File: src/rtl/dht11_responder.sv
// ----------------------------------------------------------------------------
// dht11_responder
//
// Emulates the sensor side of a DHT11 single-wire link. After the host holds
// DATA low for at least START_MIN_US, the block waits, sends the 80/80 us
// response preamble, then 40 bits (hum_i, hum_f, temp_i, temp_f, parity,
// MSB first) using 50 us low + 26/70 us high bit cells. It finishes with a
// 50 us low and a one-cycle frame_done pulse.
//
// Parameters:
//   TICKS_US      clk cycles per microsecond
//   START_MIN_US  minimum accepted host start-low width (us)
//
// Ports:
//   clk           single clock, rising edge
//   rst           synchronous active-high reset
//   en            1 = accept new host start pulses
//   data_in       asynchronous sample of the DATA line
//   data_oe       1 = pull DATA low, 0 = release (open-drain)
//   hum_i/hum_f   humidity bytes to send
//   temp_i/temp_f temperature bytes to send
//   busy          high from HOST_WAIT through END_LOW
//   frame_done    one-cycle pulse after a complete frame
// ----------------------------------------------------------------------------
module dht11_responder #(
    parameter int unsigned TICKS_US     = 50,
    parameter int unsigned START_MIN_US = 18000
) (
    input  logic       clk,
    input  logic       rst,
    input  logic       en,
    input  logic       data_in,
    output logic       data_oe,
    input  logic [7:0] hum_i,
    input  logic [7:0] hum_f,
    input  logic [7:0] temp_i,
    input  logic [7:0] temp_f,
    output logic       busy,
    output logic       frame_done
);

    localparam int unsigned START_TICKS = START_MIN_US * TICKS_US;
    localparam int unsigned LONGEST     = (START_TICKS > 80 * TICKS_US) ? START_TICKS : 80 * TICKS_US;
    localparam int unsigned CNT_NEED    = $clog2(LONGEST + 1);
    localparam int unsigned CNT_W       = (CNT_NEED > 20) ? CNT_NEED : 20;

    localparam logic [CNT_W-1:0] C_START = CNT_W'(START_TICKS);
    localparam logic [CNT_W-1:0] C_WAIT  = CNT_W'(30 * TICKS_US - 1);
    localparam logic [CNT_W-1:0] C_RESP  = CNT_W'(80 * TICKS_US - 1);
    localparam logic [CNT_W-1:0] C_BLOW  = CNT_W'(50 * TICKS_US - 1);
    localparam logic [CNT_W-1:0] C_ZERO  = CNT_W'(26 * TICKS_US - 1);
    localparam logic [CNT_W-1:0] C_ONE   = CNT_W'(70 * TICKS_US - 1);
    localparam logic [CNT_W-1:0] C_END   = CNT_W'(50 * TICKS_US - 1);

    typedef enum logic [2:0] {
        IDLE,
        HOST_LOW,
        HOST_WAIT,
        RESP_LOW,
        RESP_HIGH,
        BIT_LOW,
        BIT_HIGH,
        END_LOW
    } state_t;

    state_t           r_state;
    state_t           w_next_state;
    logic             r_sync1;
    logic             r_s;
    logic             r_s_prev;
    logic [CNT_W-1:0] r_cnt;
    logic [5:0]       r_bit_idx;
    logic [39:0]      r_frame;
    logic             r_data_oe;
    logic             r_busy;
    logic             r_frame_done;

    logic             w_latch;
    logic             w_bit_adv;
    logic             w_done;
    logic             w_cur_bit;
    logic [7:0]       w_parity;

    // 8-bit context: carry out of the byte sum is discarded
    assign w_parity  = hum_i + hum_f + temp_i + temp_f;
    assign w_cur_bit = r_frame[6'd39 - r_bit_idx];

    // State register
    always_ff @(posedge clk) begin
        if (rst) begin
            r_state <= IDLE;
        end else begin
            r_state <= w_next_state;
        end
    end

    // Next-state logic; durations end when the counter reaches N-1 so each
    // timed state lasts exactly N cycles.
    always_comb begin
        w_next_state = r_state;
        w_latch      = 1'b0;
        w_bit_adv    = 1'b0;
        w_done       = 1'b0;
        case (r_state)
            IDLE: begin
                if (en && r_s_prev && !r_s) w_next_state = HOST_LOW;
            end
            HOST_LOW: begin
                if (!en) begin
                    w_next_state = IDLE;
                end else if (r_s) begin
                    w_next_state = (r_cnt >= C_START) ? HOST_WAIT : IDLE;
                end
            end
            HOST_WAIT: begin
                if (r_cnt == C_WAIT) begin
                    w_next_state = RESP_LOW;
                    w_latch      = 1'b1;
                end
            end
            RESP_LOW: begin
                if (r_cnt == C_RESP) w_next_state = RESP_HIGH;
            end
            RESP_HIGH: begin
                if (r_cnt == C_RESP) w_next_state = BIT_LOW;
            end
            BIT_LOW: begin
                if (r_cnt == C_BLOW) w_next_state = BIT_HIGH;
            end
            BIT_HIGH: begin
                if (r_cnt == (w_cur_bit ? C_ONE : C_ZERO)) begin
                    if (r_bit_idx == 6'd39) begin
                        w_next_state = END_LOW;
                    end else begin
                        w_next_state = BIT_LOW;
                        w_bit_adv    = 1'b1;
                    end
                end
            end
            END_LOW: begin
                if (r_cnt == C_END) begin
                    w_next_state = IDLE;
                    w_done       = 1'b1;
                end
            end
            default: w_next_state = IDLE;
        endcase
    end

    // Synchronizer, duration counter, frame latch and registered outputs.
    // data_oe/busy are decoded from the next state so they change on the same
    // edge as the state and never glitch on the open-drain enable.
    always_ff @(posedge clk) begin
        if (rst) begin
            r_sync1      <= 1'b1;
            r_s          <= 1'b1;
            r_s_prev     <= 1'b1;
            r_cnt        <= '0;
            r_bit_idx    <= '0;
            r_frame      <= '0;
            r_data_oe    <= 1'b0;
            r_busy       <= 1'b0;
            r_frame_done <= 1'b0;
        end else begin
            r_sync1  <= data_in;
            r_s      <= r_sync1;
            r_s_prev <= r_s;

            if (w_next_state != r_state) begin
                r_cnt <= '0;
            end else if (r_cnt != '1) begin
                r_cnt <= r_cnt + CNT_W'(1);
            end

            if (w_latch) begin
                r_frame   <= {hum_i, hum_f, temp_i, temp_f, w_parity};
                r_bit_idx <= '0;
            end else if (w_bit_adv) begin
                r_bit_idx <= r_bit_idx + 6'd1;
            end

            r_data_oe    <= (w_next_state == RESP_LOW) || (w_next_state == BIT_LOW) ||
                            (w_next_state == END_LOW);
            r_busy       <= (w_next_state != IDLE) && (w_next_state != HOST_LOW);
            r_frame_done <= w_done;
        end
    end

    assign data_oe    = r_data_oe;
    assign busy       = r_busy;
    assign frame_done = r_frame_done;

endmodule

File: config.mk
export PLATFORM = sky130hd
export DESIGN_NAME = dht11_responder
export DESIGN_NICKNAME = d
export VERILOG_FILES = /design/src/rtl/dht11_responder.sv
export SDC_FILE = /design/constraint.sdc
export NUM_CORES = 1
export LEC_CHECK = 0
export BUFFER_PORTS_ARGS = -buffer_cell sky130_fd_sc_hd__buf_2
export CAP_MARGIN = 20
export CORE_UTILIZATION = 59
export DETAILED_ROUTE_END_ITERATION = 8
export PLACE_DENSITY_LB_ADDON = 0.05
export SLEW_MARGIN = 20
export SYNTH_ARGS = -nofsm -noshare
export SYNTH_HDL_FRONTEND = slang
export SYNTH_SLANG_ARGS = --single-unit
File: constraint.sdc
create_clock -name clk -period 3.76 [get_ports clk]
set_clock_uncertainty 0.05 [all_clocks]
set_input_delay 0.752 -clock clk [delete_from_list [all_inputs] [get_ports clk]]
set_output_delay 0.752 -clock clk [all_outputs]
set_load 0.005 [all_outputs]
-- Word-level counts from Yosys, hierarchy flattened
Cells that the tools add are included.
- input bits: 36
- output and inout bits: 3
- register bits after elaboration: 75
- memory bits (read-only): 0
- memory bits (writable): 0
- latch bits: 0
- memories: 0
- word-level logic and storage cells: 69
- shift-type cells: 0
- divide/modulo/power cells: 0
- eq/ne operators: 18
- bitwise gates (word level): 1
- $add $sub $neg: 6
- multipliers: 0
- mux-type cells: 21
- magnitude comparators: 2
- reductions and logical operators: 11
- operators with widths (cell ; number):
    $eq 20x12->1 const B ; 2
    $mux 3 ; 9
    $add 8x8->8 ; 3
    $pmux 3 s8 ; 1
    $add 20x1->20 const B ; 1
    $eq 20x11->1 const B ; 1
    $eq 20x12->1 ; 1
    $ge 20x20->1 const B ; 1
    $ne 20x20->1 const B ; 1
    $eq 3x3->1 const B ; 6
    $mux 12 ; 1
    $eq 3x2->1 const B ; 3
    $lt 6x7->1 const B ; 1
    $mux 1 ; 7
    $add 6x1->6 const B ; 1
    $bmux 1 s6 ; 1
    $eq 6x6->1 const B ; 1
    $reduce_or 2->1 ; 3
    $sub 6x6->6 const A ; 1
    $mux 2 ; 2
    $eq 3x1->1 const B ; 1
    $logic_and 1x1->1 ; 3
    $logic_not 3->1 ; 1
    $ne 3x1->1 const B ; 1
    other kinds (5) ; 6

-- Logic depth before layout (Yosys ltp)
- word-level depth: 10
- mapped depth: 12
- depth with buffers taken out: 12

-- Least setup slack after synthesis
OpenSTA, ideal clock, no wires.
- path kind: in2reg
- start: in hum_i[1]
- end: reg r_frame[7]
- setup time: 0.086 ns
- required time: 3.624 ns
- path buffers: 0
- stages on the path: 12
- data arrival time: 3.101 ns
- path slack: 0.524 ns
- cell sequence: fa_1 -> fa_1 -> ha_1 -> inv_1 -> fa_1 -> nor2b_1 -> o21ai_0 -> nand2b_1 -> a21o_1 -> a21oi_1 -> xnor2_1 -> a211oi_1
- word-level cells in the longest chain between the ends: 3
- ends and longest elaborated chain (item ; RTL line ; RTL):
    start, declared ; 34 ; input logic [7:0] hum_i,
    $add 8x8->8 (3 in a row) ; 85 ; assign w_parity = hum_i + hum_f + temp_i + temp_f;
    end signal, assigned ; 176 ; r_frame <= {hum_i, hum_f, temp_i, temp_f, w_parity};
    end, declared ; 73 ; logic [39:0] r_frame;
Every way passes these cells.
A chain may end at the register's enable or synchronous reset.

-- Final worst setup path
- start: reg r_cnt[0]
- end: reg r_bit_idx[4]
- word-level cells in the longest chain between the ends: 4
- elaborated cells between the ends (all ways): 7
- ends and longest elaborated chain (item ; RTL line ; RTL):
    start, declared ; 71 ; logic [CNT_W-1:0] r_cnt;
    start signal, assigned ; 172 ; r_cnt <= r_cnt + CNT_W'(1);
    $eq 20x11->1 ; 116 ; if (r_cnt == C_WAIT) begin
    $mux 1 ; 116 ;
    $mux 1 ; 104 ; case (r_state)
    $reduce_or 2->1 (no line) ; - ;
    end signal, assigned ; 179 ; r_bit_idx <= r_bit_idx + 6'd1;
    end, declared ; 72 ; logic [5:0] r_bit_idx;
Several ways; a longest one is shown, not always the timed one.

==> flow_summary_export.csv <==
group,metric,value,unit
setup_path,flop_to_flop_setup_slack,450,ps
timing,clock.fmax,303,MHz
timing,layout_worst_path_cycle_share,0.879,
floorplan,core_region_area,6790,um2
cts,postCtsSetupRepairBufs,0,
power_and_ir_drop,pwr_density_cell,377,nW/um2
drt,drt_iter0_drc,120,
drt,avg_wl_per_cell,15.1,um
final_layout,syn2layout_area_growth,10.9,%
floorplan,full_die_area,7350,um2
placed_design,globalplace.congestion,0.854,
setup_path,largest_fanout_of_any_net_on_the_critical_path,6,
power_and_ir_drop,static-leakage-power,1.59,nW
power_and_ir_drop,finalPower,1.73,mW
drt,final_antenna_net_count,0,
cts,cts_num_sinks,75,
synthesis,synth-async-reset-ratio,0,
cts,clock_tree_from_tritoncts,"built",
global_routing,gr-usage-all-layers,0.280,
floorplan,core_rows,30,
timing,number_of_endpoints_with_negative_hold_slack_in_the_final_report,0,
timing,finalHoldWorstSlack,380,ps
final_layout,antenna_cells_inserted,0,
floorplan,start_util,0.608,
timing,grt_setup_unrepaired,"no",
cts,cts_buffer_depth,2,
synthesis,synthCells,499,
synthesis,synth_area,4130,um2
cts,numCtsBuffers,9,
outcome,result_of_the_run,"finished clean",
power_and_ir_drop,peakVddDrop,223,uV
synthesis,ys_seq_elements,75,
synthesis,netlist-cell-type-count,48,
cts,cts-hold-fix-buffers,0,
worst_hold_path,hp-class,"reg -> reg",
synthesis,dominantRegCellSynth,"dfxtp_1",
timing,timing_max_transition_violations_final,0,
setup_path,critical_path_class,"reg -> reg",
placed_design,io_buffers,38,
cts,cts_h_tree_lvls,3,
drt,drcViolationCount,0,
timing,period_minus_slack,3310,ps
setup_path,critPathCaptureType,"register",
cts,cts-root-buf,"clkbuf_8",
synthesis,postSynthNetCount,561,
synthesis,seq_area_frac_synth,0.363,
synthesis,synth_largest_type_area_fraction,0.363,
placed_design,place_area,4370,um2
run,cap_viol_max_count,0,
placed_design,dp_hpwl,6.88,mm
synthesis,synth.area.top_cells,"dfxtp_1, nand2_1, fa_1",
synthesis,synth-edff-count,0,
floorplan,die_w,85.7,um
final_layout,num-nets-final,589,
drt,drt-total-wl,9.48,mm
global_routing,grt_first_pass_wirelength,15.9,mm
timing,setup-violations-final,0,
floorplan,floorplan.io_pins,39,
cts,post_cts_resized,0,
drt,vias,3546,
synthesis,synth.most_common_cell,"nand2_1",
timing,setup_tns,0,ps
worst_hold_path,worst_min_path_start,"r_sync1",
final_layout,stdcell_area,4590,um2
global_routing,antenna_found_initial,0,
synthesis,yosys-top-cells-count,"nand2_1, dfxtp_1, a21oi_1, nor2_1, nand3_1",
setup_path,crit_path_end,"r_bit_idx[4]",
drt,drt_first_pass_iters,4,
setup_path,regToRegEndpoint,"r_bit_idx[4]",
synthesis,synth_top_area_cell,"dfxtp_1",
setup_path,wp_data_required,3990,ps
cts,cts.reportedPaths.clkPinSlew,70,ps
global_routing,largest_net_degree_at_the_start_of_global_routing,53,
synthesis,synth_area_per_cell,8.28,um2
setup_path,crit_path_start,"r_cnt[0]",
drt,routed_via_count_divided_by_cell_count,5.66,
timing,worst-slew-pin-transition,941,ps
floorplan,die_h,85.7,um
setup_path,timing.reg2reg.worst_path_depth,9,
setup_path,cp_data_arrival_time,3530,ps
synthesis,yosysWarnings,0,
timing,slew_headroom,0.373,
setup_path,worst_setup_path_start_kind,"register",
global_routing,first_global_vias,3452,
global_routing,overflow_left_after_global_routing,0,
cts,insertion_delay,350,ps
final_layout,drive_above_1_share,0.119,
setup_path,worst_r2r_startpoint,"r_cnt[0]",
## cells by family after synthesis
group	synth area share
buffers and inverters	0.0363
muxes	0.0557
and+or+nand+nor	0.258
DFF	0.363
xor gates and xnor gates	0.0572
adders and majority gates	0.104
AOI/OAI and AO/OA	0.125
## sequential cells by signal, summed over array words and instances (netlist names)
signal      cells
r_frame        40
r_cnt          20
r_bit_idx       6
r_state         3
busy            1
data_oe         1
frame_done      1
r_s             1
r_s_prev        1
r_sync1         1
## cells in the final DEF, fill, tap and decap left out, types with 3 or more instances in the layout
master	netlist	final
nand2_1	100	100
dfxtp_1	75	75
a21oi_1	53	53
buf_2	3	38
nor2_1	31	31
nand3_1	24	24
mux2i_1	23	23
xor2_1	15	15
fa_1	14	14
xnor2_1	12	12
ha_1	12	12
inv_1	11	11
clkbuf_8	0	11
nor2b_1	10	10
nor3_1	11	10
nand4_1	10	10
o21ai_0	8	8
a22oi_1	7	7
nor4_1	5	5
or3_1	5	5
nand2b_1	5	5
a21o_1	5	5
nor4bb_1	4	4
or2_2	4	4
buf_4	1	4
a211oi_1	3	3
and3_1	3	3
or4_1	3	3
## through the flow
| stage | setup slack, ps | cells | util |
|---|---|---|---|
| 2_1_floorplan | 524 | 499 | - |
| 3_3_place_gp | 313 | 612 | 0.643 |
| 3_5_place_dp | 248 | 612 | 0.643 |
| 4_1_cts | 499 | 626 | 0.675 |
| 5_1_grt | 186 | 626 | 0.675 |
| 6_report | 455 | 626 | 0.675 |
## routing by layer
metal	vias to the layer above	share of wire	GRT usage
met4	0	0.020	0.0970
met2	73	0.52	0.503
met5	-	0	0
met3	15	0.038	0.0741
met1	1681	0.42	0.322
li1	1777	-	-
## worst max-delay path, cell delays in order (launching register included)
cell and delay (ps):
dfxtp_1 390, ha_1 210, nor4bb_1 660, nand4_1 170
or2_2 360, nor4bb_1 310, a211o_1 170, o21ai_0 220
or4_1 530, a21oi_1 150
## area by class of cell
cell class / instances / area, um2
Tap cell: 96 / 120
Sequential cell: 75 / 1500
Clock buffer: 12 / 155
Timing Repair Buffer: 42 / 220
Clock inverter: 2 / 60.1
Inverter: 11 / 41.3
Multi-Input combinational cell: 388 / 2490
Fill cell: 576 / 2210
## how the worst min path moves through the flow
| stage | end | slack (ps) | cells after the start |
|---|---|---|---|
| floorplan | r_s | 340 | 1 |
| global placement | r_s | 350 | 1 |
| detailed placement | r_s | 360 | 1 |
| CTS | r_s | 380 | 1 |
| global route | r_s | 400 | 1 |
| finish | r_s | 380 | 1 |
## power by group
group / total (mW) / switching, mW / internal [mW]
clock network: 0.686 / 0.283 / 0.403
logic: 0.241 / 0.126 / 0.115
registers: 0.803 / 0.00468 / 0.799
(Power assumes the default switching activity.)
